`config.mk`:
```
export PLATFORM = sky130hd
export DESIGN_NAME = pipe_rx_buf
export DESIGN_NICKNAME = d
export VERILOG_FILES = /design/src/rtl/pipe_rx_buf_pkg.sv /design/src/rtl/pipe_rx_buf_ram.sv /design/src/rtl/pipe_rx_buf.sv
export SDC_FILE = /design/constraint.sdc
export NUM_CORES = 1
export LEC_CHECK = 0
export CORE_UTILIZATION = 61
export DETAILED_ROUTE_END_ITERATION = 12
export GPL_ROUTABILITY_DRIVEN = 0
export PLACE_DENSITY = 0.82
export SLEW_MARGIN = 15
export SYNTH_ARGS = -nofsm -noshare
export SYNTH_HDL_FRONTEND = slang
export SYNTH_HIERARCHICAL = 1
export SYNTH_SLANG_ARGS = --single-unit
```
`constraint.sdc`:
```
create_clock -name CLK -period 6.3 [get_ports CLK]
set_clock_uncertainty 0.05 [all_clocks]
set_input_delay 0.63 -clock CLK [delete_from_list [all_inputs] [get_ports CLK]]
set_output_delay 0.63 -clock CLK [all_outputs]
set_load 0.02 [all_outputs]
```
`src/rtl/pipe_rx_buf_pkg.sv`:
```
// Shared constants and helpers for the regs2d receive buffer and its link sender.
// Also holds the round-trip headroom rule so both link ends derive the same threshold.
package pipe_rx_buf_pkg;

    // Return path + forward path + almost_full register + one word of margin.
    function automatic int unsigned pipe_link_headroom(input int unsigned stages);
        return 2 * stages + 2;
    endfunction

    function automatic int unsigned pipe_clog2(input int unsigned value);
        int unsigned r;
        r = 0;
        while ((64'd1 << r) < 64'(value)) begin
            r = r + 1;
        end
        return r;
    endfunction

endpackage

```
`src/rtl/pipe_rx_buf_ram.sv`:
```
// DEPTH x WIDTH distributed RAM for pipe_rx_buf: synchronous write, asynchronous read.
// Contents are deliberately not reset.
module pipe_rx_ram #(
    parameter int unsigned WIDTH = 32,
    parameter int unsigned DEPTH = 16,
    parameter int unsigned AW    = 4
) (
    input  logic             i_clk,
    input  logic             i_we,
    input  logic [AW-1:0]    i_waddr,
    input  logic [WIDTH-1:0] i_wdata,
    input  logic [AW-1:0]    i_raddr,
    output logic [WIDTH-1:0] o_rdata
);

    logic [WIDTH-1:0] r_mem [DEPTH];

    always_ff @(posedge i_clk) begin
        if (i_we) begin
            r_mem[i_waddr] <= i_wdata;
        end
    end

    assign o_rdata = r_mem[i_raddr];

endmodule

```
`src/rtl/pipe_rx_buf.sv`:
```
// Receive-side FWFT buffer at the far end of a regs2d link, with registered almost_full flow control.
// Optional sticky overflow flag is built only when PIPE_RX_BUF_OVF_DETECT_EN is defined.
module pipe_rx_buf
    import pipe_rx_buf_pkg::*;
#(
    parameter int unsigned WIDTH  = 32,
    parameter int unsigned STAGES = 2,
    parameter int unsigned DEPTH  = 16
) (
    input  logic             CLK,
    input  logic             rst,
    input  logic             in_wr,
    input  logic [WIDTH-1:0] in_data,
    output logic             almost_full,
    output logic             out_valid,
    output logic [WIDTH-1:0] out_data,
    input  logic             rd_en,
    output logic             err_overflow
);

    localparam int unsigned AW       = pipe_clog2(DEPTH);
    localparam int unsigned HEADROOM = pipe_link_headroom(STAGES);

    typedef logic [AW:0] ptr_t;

    localparam ptr_t FULL_CNT  = ptr_t'(DEPTH);
    localparam ptr_t AF_THRESH = ptr_t'(DEPTH - HEADROOM);

    ptr_t r_wr_ptr;
    ptr_t r_rd_ptr;
    logic r_almost_full;

    ptr_t w_count;
    ptr_t w_wr_ptr_nxt;
    ptr_t w_rd_ptr_nxt;
    ptr_t w_count_nxt;
    logic w_full;
    logic w_empty;
    logic w_rd_acc;
    logic w_wr_acc;

    always_comb begin
        w_count      = r_wr_ptr - r_rd_ptr;
        w_full       = (w_count == FULL_CNT);
        w_empty      = (w_count == '0);
        w_rd_acc     = rd_en && !w_empty;
        // A pop in the same cycle frees the slot, so a write is accepted even when full.
        w_wr_acc     = in_wr && (!w_full || w_rd_acc);
        w_wr_ptr_nxt = r_wr_ptr + {{AW{1'b0}}, w_wr_acc};
        w_rd_ptr_nxt = r_rd_ptr + {{AW{1'b0}}, w_rd_acc};
        w_count_nxt  = w_wr_ptr_nxt - w_rd_ptr_nxt;
    end

    always_ff @(posedge CLK or posedge rst) begin
        if (rst) begin
            r_wr_ptr      <= '0;
            r_rd_ptr      <= '0;
            r_almost_full <= 1'b1;
        end else begin
            r_wr_ptr      <= w_wr_ptr_nxt;
            r_rd_ptr      <= w_rd_ptr_nxt;
            r_almost_full <= (w_count_nxt > AF_THRESH);
        end
    end

    pipe_rx_ram #(
        .WIDTH (WIDTH),
        .DEPTH (DEPTH),
        .AW    (AW)
    ) u_ram (
        .i_clk   (CLK),
        .i_we    (w_wr_acc),
        .i_waddr (r_wr_ptr[AW-1:0]),
        .i_wdata (in_data),
        .i_raddr (r_rd_ptr[AW-1:0]),
        .o_rdata (out_data)
    );

    assign out_valid   = !w_empty;
    assign almost_full = r_almost_full;

`ifdef PIPE_RX_BUF_OVF_DETECT_EN
    logic r_err_overflow;
    logic w_ovf;

    assign w_ovf = in_wr && !w_wr_acc;

    always_ff @(posedge CLK or posedge rst) begin
        if (rst) begin
            r_err_overflow <= 1'b0;
        end else if (w_ovf) begin
            r_err_overflow <= 1'b1;
        end
    end

    assign err_overflow = r_err_overflow;
`else
    assign err_overflow = 1'b0;
`endif

endmodule

```
==> flow_summary.json, run 1 <==
{
  "status": "finished clean",
  "finalHoldViolCount": 0,
  "grt_usage": 0.264,
  "report.final.slew_viol_count": 0,
  "synthCells": 887,
  "worst_pin_slew_ps": 1170,
  "die_area_sq_um": 33500,
  "diodes": 0,
  "fin_crit_sh": 0.762,
  "initial_core_util": 0.628,
  "grt_first_pass_wirelength_um": 63400,
  "portBuffers": 69,
  "path_max_fanout": 64,
  "row_count": 65,
  "final_cell_area_sq_um": 22900,
  "power.total_mw": 10.9,
  "grt_overflow": 0,
  "cts_setup_buffers": 0,
  "p_leak_nw": 7.31,
  "r2r_end": "u_ram/r_mem[4][16]",
  "synthArstFlopShare": 0.0210,
  "via_count": 9609,
  "critPathKind": "flip-flop to primary output",
  "cts_htree_levels": 2,
  "antenna_left": 0,
  "clock-sinks": 523,
  "end_kind": "primary output",
  "grt_max_degree": 65,
  "cap_violations": 0,
  "area_delta_synth_final_pct": 14.6,
  "setup_violations": 0,
  "tns_ps": 0,
  "max_freq_mhz": 208,
  "dpl.hpwl_um": 21700,
  "crit_slowest_cell": "buf_4",
  "ioPinCount": 71,
  "p_per_area_nw_per_um2": 474,
  "antenna_found_initial": 1,
  "synthDistinctLibCells": 37,
  "clk_pin_slew_ps": 60,
  "cts_root_buf": "clkbuf_16",
  "numCtsBuffers": 50,
  "routed_wl_um": 42400,
  "fin_cells": 1461,
  "start_kind": "flip-flop",
  "layout_min_cycle_time_ps": 4800,
  "synth-seq-cells": 523,
  "grt_pass1_vias": 10100,
  "post_route_cells_drive_above_1_share": 0.241,
  "rsz0062_at_grt": "no",
  "cts_buffer_depth": 3,
  "syn_nets": 935,
  "crit_top_cell": "buf_4",
  "dp_cells": 1368,
  "via_per_inst": 6.58,
  "worst_skew_pair.late_latency_ps": 560,
  "yosysSeqAreaShare": 0.782,
  "avgSynthCellArea_sq_um": 22.6,
  "crit_arrival_ps": 4120,
  "postPlaceCellArea_sq_um": 21400,
  "reg2reg_setup_slack_ps": 1930,
  "core_area_sq_um": 31900,
  "relSlewSlack": 0.217,
  "die_x_um": 183,
  "cp.required_ps": 5620,
  "vdd_drop_max_mv": 0.305,
  "dr.pass1.iters": 5,
  "cts_tree": "done",
  "netlist_area_sq_um": 20000,
  "worstHoldPathType": "input pin to async pin",
  "synth_warnings": 6,
  "crit_path_cell_trace": "buf_4, buf_4, mux4_2, a22oi_1, nand2_1, clkdlybuf4s50_1",
  "drc": 0,
  "post_drt_wl_per_cell_um": 29.0,
  "fp.dieH_um": 183,
  "synth_ff_type": "edfxtp_1",
  "synth_edf_count": 512,
  "finish.utilization": 0.719,
  "cts-hold-fix-buffers": 0,
  "cts-resized-gates": 0,
  "cp_slowest_stage_delay_ps": 820,
  "nNetsFinal": 1033,
  "cp-startpoint": "r_rd_ptr[1]",
  "reg2reg_from": "r_rd_ptr[0]",
  "initialDrtViolationCount": 1065,
  "reg2reg_depth": 9
}
==> routing by layer <==
metal | share of wire | GRT usage | vias up
met5 | 0.00026 | 0 | -
met2 | 0.51 | 0.442 | 493
met4 | 0.028 | 0.0880 | 2
li1 | - | - | 3939
met1 | 0.38 | 0.360 | 5078
met3 | 0.080 | 0.0459 | 97
==> through the flow <==
| step | hold slack, ps | worst slack (ps) |
|---|---|---|
| final | 319 | 1500 |
| after global routing | 348 | 1370 |
| after CTS | 315 | 1470 |
| after detailed placement | 523 | 1930 |
| after global placement | 520 | 2110 |
| after floorplan | 432 | 1580 |
==> report_power, final <==
| part | switching [mW] | internal, mW |
|---|---|---|
| Combinational | 1.89 | 1.62 |
| Sequential | 0.280 | 4.22 |
| Clock | 1.24 | 1.61 |
==> cell usage in the layout, fill, tap and decap left out, types with 2 or more instances in the layout <==
cell and count:
clkinv_2 13, nor2b_4 2, nand2_1 35, buf_4 17, nor3_4 2, inv_1 15
ha_1 12, mux4_2 128, clkbuf_16 51, nand2b_1 2, nand3b_1 2, bufinv_16 3
nor2_1 2, clkbuf_1 11, clkinv_1 11, nand3_1 5, buf_12 4, edfxtp_1 512
a22oi_1 64, nor2b_1 3, nor3_2 2, dfrtp_4 2, a21oi_1 4, clkdlybuf4s50_1 69
xor2_1 6, dfrtp_1 8, nor2_4 13, xnor2_1 6, clkinvlp_4 2
==> Yosys cell counts (4+ instances only) <==
cell / instances / share of area
a21oi_1: 4 / 0.0010
a22oi_1: 64 / 0.024
buf_1: 9 / 0.0017
buf_2: 4 / 0.0010
buf_4: 12 / 0.0045
clkbuf_1: 17 / 0.0032
dfrtp_1: 10 / 0.013
edfxtp_1: 512 / 0.77
ha_1: 12 / 0.0075
inv_1: 15 / 0.0028
mux4_2: 128 / 0.14
nand2_1: 35 / 0.0066
nand3_1: 5 / 0.0013
nor2_1: 15 / 0.0028
nor2b_1: 5 / 0.0016
nor3_1: 5 / 0.0013
xnor2_1: 6 / 0.0026
xor2_1: 6 / 0.0026
==> worst max-delay path, delay by kind of cell, from the launching register on <==
family / cells / cell delay [ps]
AO/OA/AOI/OAI: 1 / 340
buffers and inverters: 3 / 1880
flip-flops: 1 / 740
multiplexers: 1 / 440
AND/OR/NAND/NOR: 1 / 100
==> worst max-delay path by stage <==
stage,to,slack [ps]
after detailed placement,u_ram/r_mem[4][10],1930
final,out_data[29],1500
after global placement,u_ram/r_mem[8][8],2110
after floorplan,u_ram/r_mem[0][0],1580
after CTS,out_data[29],1470
after global routing,out_data[29],1370
==> layout make-up <==
| type | instances | area, sq um |
|---|---|---|
| Clock buffer | 62 | 1320 |
| Clock inverter | 31 | 240 |
| Fill cell | 1808 | 8950 |
| Inverter | 15 | 56.3 |
| Multi-Input combinational cell | 305 | 4220 |
| Sequential cell | 523 | 15700 |
| Tap cell | 435 | 544 |
| Timing Repair Buffer | 90 | 898 |
==> cells by family after synthesis <==
logic type,share of synthesized area
compound gates,0.0285
xor+xnor,0.00607
fa+ha+maj,0.00800
buf+inv,0.0143
flops,0.782
mux,0.144
other cells,0.000187
simple gates,0.0168
==> sequential cells by signal (all words and copies together), names as in the netlist <==
signal	count
r_rd_ptr	5
almost_full	1
r_wr_ptr	5
u_ram/r_mem	512
(Power assumes the default switching activity.)
==> run 2: changes to the inputs <==
==> constraint.sdc (replaced) <==
create_clock -name CLK -period 4.42 [get_ports CLK]
set_clock_uncertainty 0.05 [all_clocks]
set_input_delay 0.442 -clock CLK [delete_from_list [all_inputs] [get_ports CLK]]
set_output_delay 0.442 -clock CLK [all_outputs]
set_load 0.02 [all_outputs]
==> flow_summary.json, run 2 (same netlist as run 1, synthesis figures left out) <==
{
  "wl_met1_um": 16200,
  "largest_register_ffs": 512,
  "via_count": 9606,
  "start_kind": "flip-flop",
  "via_per_inst": 6.57,
  "worst_skew_pair.late_latency_ps": 550,
  "numCtsBuffers": 50,
  "status": "finished clean",
  "finalHoldViolCount": 0,
  "power.total_mw": 15.4,
  "antenna_found_initial": 2,
  "ioPinCount": 71,
  "worstHoldPathType": "input pin to async pin",
  "antenna_left": 0,
  "initial_core_util": 0.628,
  "p_per_area_nw_per_um2": 671,
  "mostFrequentLayoutCell": "edfxtp_1",
  "die_x_um": 183,
  "mostFrequentLayoutCells": "512 x edfxtp_1, 128 x mux4_2, 69 x clkdlybuf4s50_1, 64 x a22oi_1, 51 x clkbuf_16",
  "end_kind": "primary output",
  "seqPwrFrac": 0.403,
  "initialDrtViolationCount": 1081,
  "cts-resized-gates": 0,
  "power_frac_clock": 0.253,
  "post_drt_wl_per_cell_um": 29.8,
  "cap_violations": 0,
  "routed_wl_um": 43500,
  "crit_arrival_ps": 3430,
  "row_count": 65,
  "tns_ps": 0,
  "cp.required_ps": 3930,
  "dr.max_layer_used": "met5",
  "clock-sinks": 523,
  "reg.largest.list": "u_ram/r_mem (512), r_rd_ptr (5), r_wr_ptr (5)",
  "portBuffers": 69,
  "regMostFlops": "u_ram/r_mem",
  "dp_cells": 1374,
  "grt_overflow": 0,
  "nNetsFinal": 1039,
  "cts_setup_buffers": 0,
  "cts_root_buf": "clkbuf_16",
  "reg2reg_setup_slack_ps": 830,
  "layout_min_cycle_time_ps": 3920,
  "path_max_fanout": 129,
  "relSlewSlack": 0.287,
  "swShare": 0.316,
  "area_delta_synth_final_pct": 15.0,
  "reg2reg_from": "r_wr_ptr[1]",
  "cts_buffer_depth": 3,
  "r2r_end": "almost_full",
  "vdd_drop_max_mv": 0.661,
  "rsz0062_at_grt": "no",
  "wl_met2_um": 22500,
  "p_switching_mw": 4.88,
  "fp.dieH_um": 183,
  "cts_tree": "done",
  "dr.pass1.iters": 5,
  "cts-hold-fix-buffers": 0,
  "fin_cells": 1461,
  "grt_usage": 0.270,
  "holdWs_ps": 138,
  "die_area_sq_um": 33500,
  "finish.utilization": 0.722,
  "cts_htree_levels": 2,
  "grt_max_degree": 130,
  "p_leak_nw": 7.30,
  "reg2reg_depth": 14,
  "fin_crit_sh": 0.888,
  "worst_pin_slew_ps": 1070,
  "post_route_cells_drive_above_1_share": 0.237,
  "grt_pass1_vias": 10100,
  "setup_violations": 0,
  "critPathKind": "flip-flop to primary output",
  "dpl.hpwl_um": 21500,
  "p_comb_frac": 0.344,
  "dr_wl_met3_um": 3190,
  "clk_pin_slew_ps": 60,
  "grt_first_pass_wirelength_um": 63300,
  "max_freq_mhz": 255,
  "report.final.slew_viol_count": 0,
  "drc": 0,
  "intPower_mw": 10.6,
  "core_area_sq_um": 31900
}
run 2: cell count changes in the layout (fill, tap and decap cells not counted), sizes merged:
cell,previous run,this run
diode,0,1
bufinv,3,1
clkinvlp,2,3
clkinv,24,16
inv,17,16
clkbuf,62,65
buf,21,27
run 2: area by class of cell:
class | instances | area, sq um
flip-flops and latches | 523 | 15700
fillers | 1783 | 8870
multi-input cells | 305 | 4210
clock buffers | 65 | 1330
repair buffers | 96 | 1060
well taps | 435 | 544
clock inverters | 21 | 154
inverters | 15 | 56.3
diodes | 1 | 2.50
run 2: how the worst max path moves through the flow:
stage                           start            endpoint  slack [ps]  cells past startpoint
after global routing      r_rd_ptr[0]        out_data[19]         300                      5
after floorplan           r_wr_ptr[1]  u_ram/r_mem[12][0]          30                      8
after detailed placement  r_wr_ptr[1]         almost_full         880                     14
after CTS                 r_rd_ptr[0]        out_data[31]         470                      5
after global placement    r_wr_ptr[1]         almost_full         970                     14
final                     r_rd_ptr[0]        out_data[13]         500                      5
run 2: through the flow:
step | area, sq um | setup slack, ps
6_report | 23000 | 496
5_1_grt | 23000 | 298
4_1_cts | 23000 | 474
3_5_place_dp | 21500 | 879
3_3_place_gp | 21500 | 965
2_1_floorplan | 20000 | 31.7
run 2: critical path, stage by stage (launching register included):
cell,delay [ps]
dfrtp_4,440
buf_12,750
mux4_2,630
a22oi_1,210
nand2_1,130
clkdlybuf4s50_1,560
run 2: metal layers:
metal  track usage  up-vias
met5             0        -
met4         0.115        2
met3        0.0429      110
met2         0.456      516
met1         0.355     5028
li1              -     3950
run 2: power by group through the flow:
| stage | Sequential (mW) | Clock [mW] | Combinational [mW] |
|---|---|---|---|
| finish | 6.23 | 3.91 | 5.31 |
| global route | 6.26 | 4.14 | 5.63 |
| CTS | 6.22 | 3.96 | 5.34 |
| detailed placement | 6.31 | 0 | 5.26 |
| global placement | 6.26 | 0 | 5.20 |
| floorplan | 6.25 | 0 | 3.48 |
